==> config.mk <==
export PLATFORM = sky130hd
export DESIGN_NAME = led_pattern_gen
export DESIGN_NICKNAME = d
export VERILOG_FILES = /design/src/rtl/led_pattern_gen.sv
export SDC_FILE = /design/constraint.sdc
export NUM_CORES = 1
export LEC_CHECK = 0
export CAP_MARGIN = 20
export CELL_PAD_IN_SITES_DETAIL_PLACEMENT = 0
export CELL_PAD_IN_SITES_GLOBAL_PLACEMENT = 1
export CORE_ASPECT_RATIO = 1.1
export CORE_MARGIN = 2
export CORE_UTILIZATION = 40
export DETAILED_ROUTE_END_ITERATION = 10
export PLACE_DENSITY = 0.75
export SLEW_MARGIN = 5
export SYNTH_ARGS = -nofsm -noshare
export SYNTH_HDL_FRONTEND = slang
export SYNTH_SLANG_ARGS = --single-unit
==> constraint.sdc <==
create_clock -name clk -period 2.7 [get_ports clk]
set_input_delay 0.54 -clock clk [delete_from_list [all_inputs] [get_ports clk]]
set_output_delay 0.54 -clock clk [all_outputs]
set_load 0.03 [all_outputs]
==> src/rtl/led_pattern_gen.sv <==
// -----------------------------------------------------------------------------
// led_pattern_gen
//
// Purpose:
//   Drives a bank of NUM_LEDS outputs with a selectable animation that advances
//   one step per prescaler tick: ripple up, ripple down, bounce, fill/drain.
//
// Parameters:
//   NUM_LEDS  number of LEDs (2 or more)
//   DIV_W     width of the step prescaler counter
//
// Ports:
//   clk       system clock, all state updates on its rising edge
//   rst_n     asynchronous active-low reset
//   enable    1: animation runs, 0: pattern and prescaler frozen
//   mode      0 ripple up, 1 ripple down, 2 bounce, 3 fill/drain
//   div       step period minus one, in clk cycles
//   duty      (LED_PATTERN_PWM_EN only) brightness, 0 = dark, 15 = 15/16
//   leds      registered LED pattern, bit 0 is the lowest LED
//   step      one-cycle pulse, high in the cycle leds takes a new pattern
//
// Handshake:
//   step acts as a valid strobe for leds with no ready/back-pressure: every
//   cycle with step = 1 carries a fresh animation step. A restart caused by a
//   mode change also reloads leds but leaves step low.
//
// Configuration macro:
//   LED_PATTERN_PWM_EN  adds the duty input and a 4-bit PWM dimmer on leds.
// -----------------------------------------------------------------------------
module led_pattern_gen #(
   parameter int NUM_LEDS = 8,
   parameter int DIV_W    = 24
) (
   input  logic                clk,
   input  logic                rst_n,
   input  logic                enable,
   input  logic [1:0]          mode,
   input  logic [DIV_W-1:0]    div,
`ifdef LED_PATTERN_PWM_EN
   input  logic [3:0]          duty,
`endif
   output logic [NUM_LEDS-1:0] leds,
   output logic                step
);

   localparam logic [NUM_LEDS-1:0] PAT_LOW  = {{(NUM_LEDS-1){1'b0}}, 1'b1};
   localparam logic [NUM_LEDS-1:0] PAT_HIGH = {1'b1, {(NUM_LEDS-1){1'b0}}};

   typedef enum logic {DIR_UP, DIR_DOWN} dir_t;
   typedef enum logic {PH_FILL, PH_DRAIN} phase_t;

   // All control state in one struct so it can be observed as a unit.
   typedef struct packed {
      logic [1:0] mode;
      dir_t       dir;
      phase_t     phase;
   } fsm_t;

   fsm_t                st_q;
   logic [NUM_LEDS-1:0] pat_q;
   logic [DIV_W-1:0]    cnt_q;
   logic                step_q;

   logic [NUM_LEDS-1:0] nxt_pat;
   dir_t                nxt_dir;
   phase_t              nxt_phase;
   logic [NUM_LEDS-1:0] start_pat;
   logic                mode_chg;
   logic                tick;

   assign mode_chg = (mode != st_q.mode);
   // >= rather than == so lowering div below the running count ticks at once.
   assign tick     = enable && (cnt_q >= div);

   // Next animation step for the currently registered mode.
   always_comb begin
      nxt_pat   = pat_q;
      nxt_dir   = st_q.dir;
      nxt_phase = st_q.phase;
      case (st_q.mode)
         2'd0: nxt_pat = {pat_q[NUM_LEDS-2:0], pat_q[NUM_LEDS-1]};
         2'd1: nxt_pat = {pat_q[0], pat_q[NUM_LEDS-1:1]};
         2'd2: begin
            // Direction flips on arrival at an end, so ends are shown once.
            if (st_q.dir == DIR_UP) begin
               nxt_pat = {pat_q[NUM_LEDS-2:0], 1'b0};
               if (nxt_pat[NUM_LEDS-1]) nxt_dir = DIR_DOWN;
            end else begin
               nxt_pat = {1'b0, pat_q[NUM_LEDS-1:1]};
               if (nxt_pat[0]) nxt_dir = DIR_UP;
            end
         end
         default: begin
            if (st_q.phase == PH_FILL) begin
               nxt_pat = {pat_q[NUM_LEDS-2:0], 1'b1};
               if (&nxt_pat) nxt_phase = PH_DRAIN;
            end else begin
               nxt_pat = {1'b0, pat_q[NUM_LEDS-1:1]};
               if (nxt_pat == '0) nxt_phase = PH_FILL;
            end
         end
      endcase
   end

   // Restart pattern for the mode being switched to.
   always_comb begin
      case (mode)
         2'd1:    start_pat = PAT_HIGH;
         2'd3:    start_pat = '0;
         default: start_pat = PAT_LOW;
      endcase
   end

   always_ff @(posedge clk or negedge rst_n) begin
      if (!rst_n) begin
         st_q   <= '{mode: 2'd0, dir: DIR_UP, phase: PH_FILL};
         pat_q  <= PAT_LOW;
         cnt_q  <= '0;
         step_q <= 1'b0;
      end else if (mode_chg) begin
         // Restart wins over any coincident tick and over enable.
         st_q   <= '{mode: mode, dir: DIR_UP, phase: PH_FILL};
         pat_q  <= start_pat;
         cnt_q  <= '0;
         step_q <= 1'b0;
      end else if (tick) begin
         st_q.dir   <= nxt_dir;
         st_q.phase <= nxt_phase;
         pat_q      <= nxt_pat;
         cnt_q      <= '0;
         step_q     <= 1'b1;
      end else if (enable) begin
         cnt_q  <= cnt_q + DIV_W'(1);
         step_q <= 1'b0;
      end else begin
         step_q <= 1'b0;
      end
   end

   assign step = step_q;

`ifdef LED_PATTERN_PWM_EN
   logic [3:0] pwm_q;

   always_ff @(posedge clk or negedge rst_n) begin
      if (!rst_n) pwm_q <= 4'd0;
      else        pwm_q <= pwm_q + 4'd1;
   end

   assign leds = pat_q & {NUM_LEDS{pwm_q < duty}};
`else
   assign leds = pat_q;
`endif

endmodule

==> results.md <==
* Core Region at around 0.0066 mm²
* Die area at between 0.007 and 0.008 mm²
* Post-DRT Antenna Nets at 0
* Relative slew margins at 0.676
* Tightest Pin Transition at between 400 and 500 ps
* Crit-path max FO at 8
* Fin crit share at 0.934
* Clock-pin slew on the worst setup and hold paths at ~70 ps
* DR iter-0 viols at between 80 and 90
* Netlist Area Pre-Place at 0.00270 mm²
* Crit path time final at between 2000 and 3000 ps
* Hold slack final at about 560 ps
* Maxcap violations at 0
* Worst Hold Launch: cnt_q[23]$_DFFE_PN0P_
* DRC viols at 0
* Detail-routed via count per cell at roughly 5.2
* Largest net degree at the start of global routing at 38
* Number of synthesized flops with an enable pin at 0
* Pleak at 0.00142 µW
* R2R Setup Slk at approximately 500 ps
* Cells after Synth at roughly 290
* Antenna violations before repair at 0
* # H-tree levels at 2
* Final Cell Area at about 0.0033 mm²
* Post-Synth Simple-Gate Area at 0.209
* Die Y at approximately 90 µm
* ANT cells at 0
* Post-synth ARST share at 1.00
* Vias in the first global route at roughly 2100
* Synth warn at 0
* Fin. max-slew vios at 0
* CTS-repair resized insts at 0
* Starting Density at 0.412
* Via total after detailed routing at around 2100
* RSZ-0062 raised after global routing: no
* Chip width at 82.3 µm
* Setup bufs post-CTS at 0
* CP startpoint: div[19]
* Reg2Reg Launch Point: cnt_q[21]$_DFFE_PN0P_
* Synth Net Count at 341
* CTS root buf: clkbuf_8
* I/O Pins at 38
* GP Congestion at 0.782
* CTS tree: built
* Skew final at ~3 ps
* Setup Viol. Count Final at 0
* PortBufs at 37
* Fmax at approximately 400 MHz
* Crit path launch type: input pin
* Max Root-Sink Buffers at 2
* Avg WL per Cell at between 10 and 15 µm
* Worst skew pair latency at around 280 ps
* Total CTS buffers at 5
* Row Count at 31
* WP data required at between 2000 and 3000 ps
* Pre-CTS setup slack at -121 ps
* Synth unique cells at 54
* Area delta synth->final at 21.8%
* Largest family of logic cells by synthesized area: simple AND/OR/NAND/NOR gates
* # clock sinks at 37
* Final Hold Violating Endpoints at 0
* Pwr/cell area at roughly 350 mW/mm²
* Mean Syn Cell Area at approximately 9.4 µm²
* Nets at 386
* WP data arrival at ~2700 ps
* DP HPWL at around 4200 µm
* Area of placed instances at 0.00320 mm²
* Compound-gate portion of the synthesized area at 0.152
* Number of synthesized register bits at 37
* Synthesized-area fraction occupied by adder cells at 0.116
* Synth Area in XOR/XNOR at 0.0843
* Crit end category: register
* Mux contribution to synthesized area at 0.0301
* Layout cells sized above 1 at 0.154
* Global route overflow at 0
* Status: finished clean
* First-pass GRT wire length at 9590 µm
* WS Path Type: in2reg
* Global Route Usage Sum at 0.163
* Synth Flop Type: dfrtp_1
* WL final at between 5000 and 6000 µm
* Seq/Total Area, Yosys at 0.343
* Tightest Hold Check Type: reg2reg
* Hold buffers post-CTS at 0
* Peak VDD IR at roughly 0.23 mV
* DR pass1 iterations at 4
* Final worst setup slack at 178 ps
[through the flow]
step | utilization | power [µW] | std cells | TNS (ps)
3_3_place_gp | 0.489 | 768 | 407 | -1150
5_1_grt | 0.502 | 1210 | 414 | 0
6_report | 0.502 | 1150 | 414 | 0
3_5_place_dp | 0.489 | 769 | 407 | -2240
2_1_floorplan | - | 685 | 287 | 0
4_1_cts | 0.502 | 1160 | 414 | 0
[final timing paths]
kind | to | depth (start not counted)
min reg2reg | cnt_q[23]$_DFFE_PN0P_ | 2
max | leds[7]$_DFFE_PN0P_ | 9
max in group asynchronous | leds[0]$_DFFE_PN1P_ | 2
max reg2reg | leds[7]$_DFFE_PN0P_ | 7
min | cnt_q[23]$_DFFE_PN0P_ | 2
min in group asynchronous | cnt_q[8]$_DFFE_PN0P_ | 2
[cell usage after synthesis (all sizes together), types with 5 or more instances]
library cell / n / share of area
inv: 27 / 0.038
mux2i: 7 / 0.026
clkbuf: 5 / 0.0070
dfrtp: 36 / 0.33
nand4: 8 / 0.021
xnor2: 7 / 0.023
o21ai: 10 / 0.023
buf: 6 / 0.020
a211oi: 8 / 0.032
xor2: 16 / 0.062
a21oi: 18 / 0.033
ha: 25 / 0.12
nor2: 38 / 0.069
nand2: 22 / 0.031
nand3: 12 / 0.022
[worst max-delay path, cell delays in order]
cell and delay [ps]:
clkdlybuf4s50_1 450, inv_1 40, ha_1 310, nand4_1 170
nor4_4 310, nand2_1 150, o211a_4 280, nor2_4 250
o221ai_1 170
[registers in the layout (all words and copies together), names as in the netlist]
signal	cells
cnt_q	24
leds	8
st_q	4
step	1
[cell type report]
class                      count  area [µm²]
fill                         647        3270
multi-input combinational    212        1600
tap                           82         103
clock buffer                   7        86.3
timing repair buffer          49         473
sequential                    37         927
inverter                      27         101
[per-layer routing]
| metal | GRT usage | vias to the layer above | part of all wire |
|---|---|---|---|
| met5 | 0 | - | 0 |
| met4 | 0.0375 | 0 | 0.0081 |
| met3 | 0.0311 | 7 | 0.035 |
| met2 | 0.272 | 33 | 0.48 |
| met1 | 0.214 | 1001 | 0.48 |
| li1 | - | 1096 | - |
[layout by cell type (no fill, tap or decap), types with 5 or more instances in the layout]
cell	netlist	routed
xor2_1	14	14
clkdlybuf4s50_1	0	37
nor2_1	23	23
nand4_1	7	7
nor2_2	14	14
a211oi_2	5	5
a21oi_1	18	18
ha_1	25	25
xnor2_1	7	7
o21ai_0	9	9
buf_4	2	11
mux2i_1	7	7
clkbuf_8	0	6
nand3_1	12	12
dfrtp_1	36	36
nand2_1	22	22
inv_1	27	27
[cell families after synthesis]
| family | after synthesis |
|---|---|
| AO/OA/AOI/OAI | 53 |
| XOR/XNOR | 23 |
| adder cells (fa/ha/maj) | 25 |
| buffers and inverters | 38 |
| flip-flops | 37 |
| multiplexers | 8 |
| AND/OR/NAND/NOR | 103 |
[power breakdown]
group / internal (µW) / total, µW / switching [µW]
Clock: 203 / 393 / 191
Sequential: 562 / 573 / 11.3
Combinational: 86.3 / 183 / 96.3
Total: 851 / 1150 / 298
No activity file was read; power rests on OpenSTA's default activity.
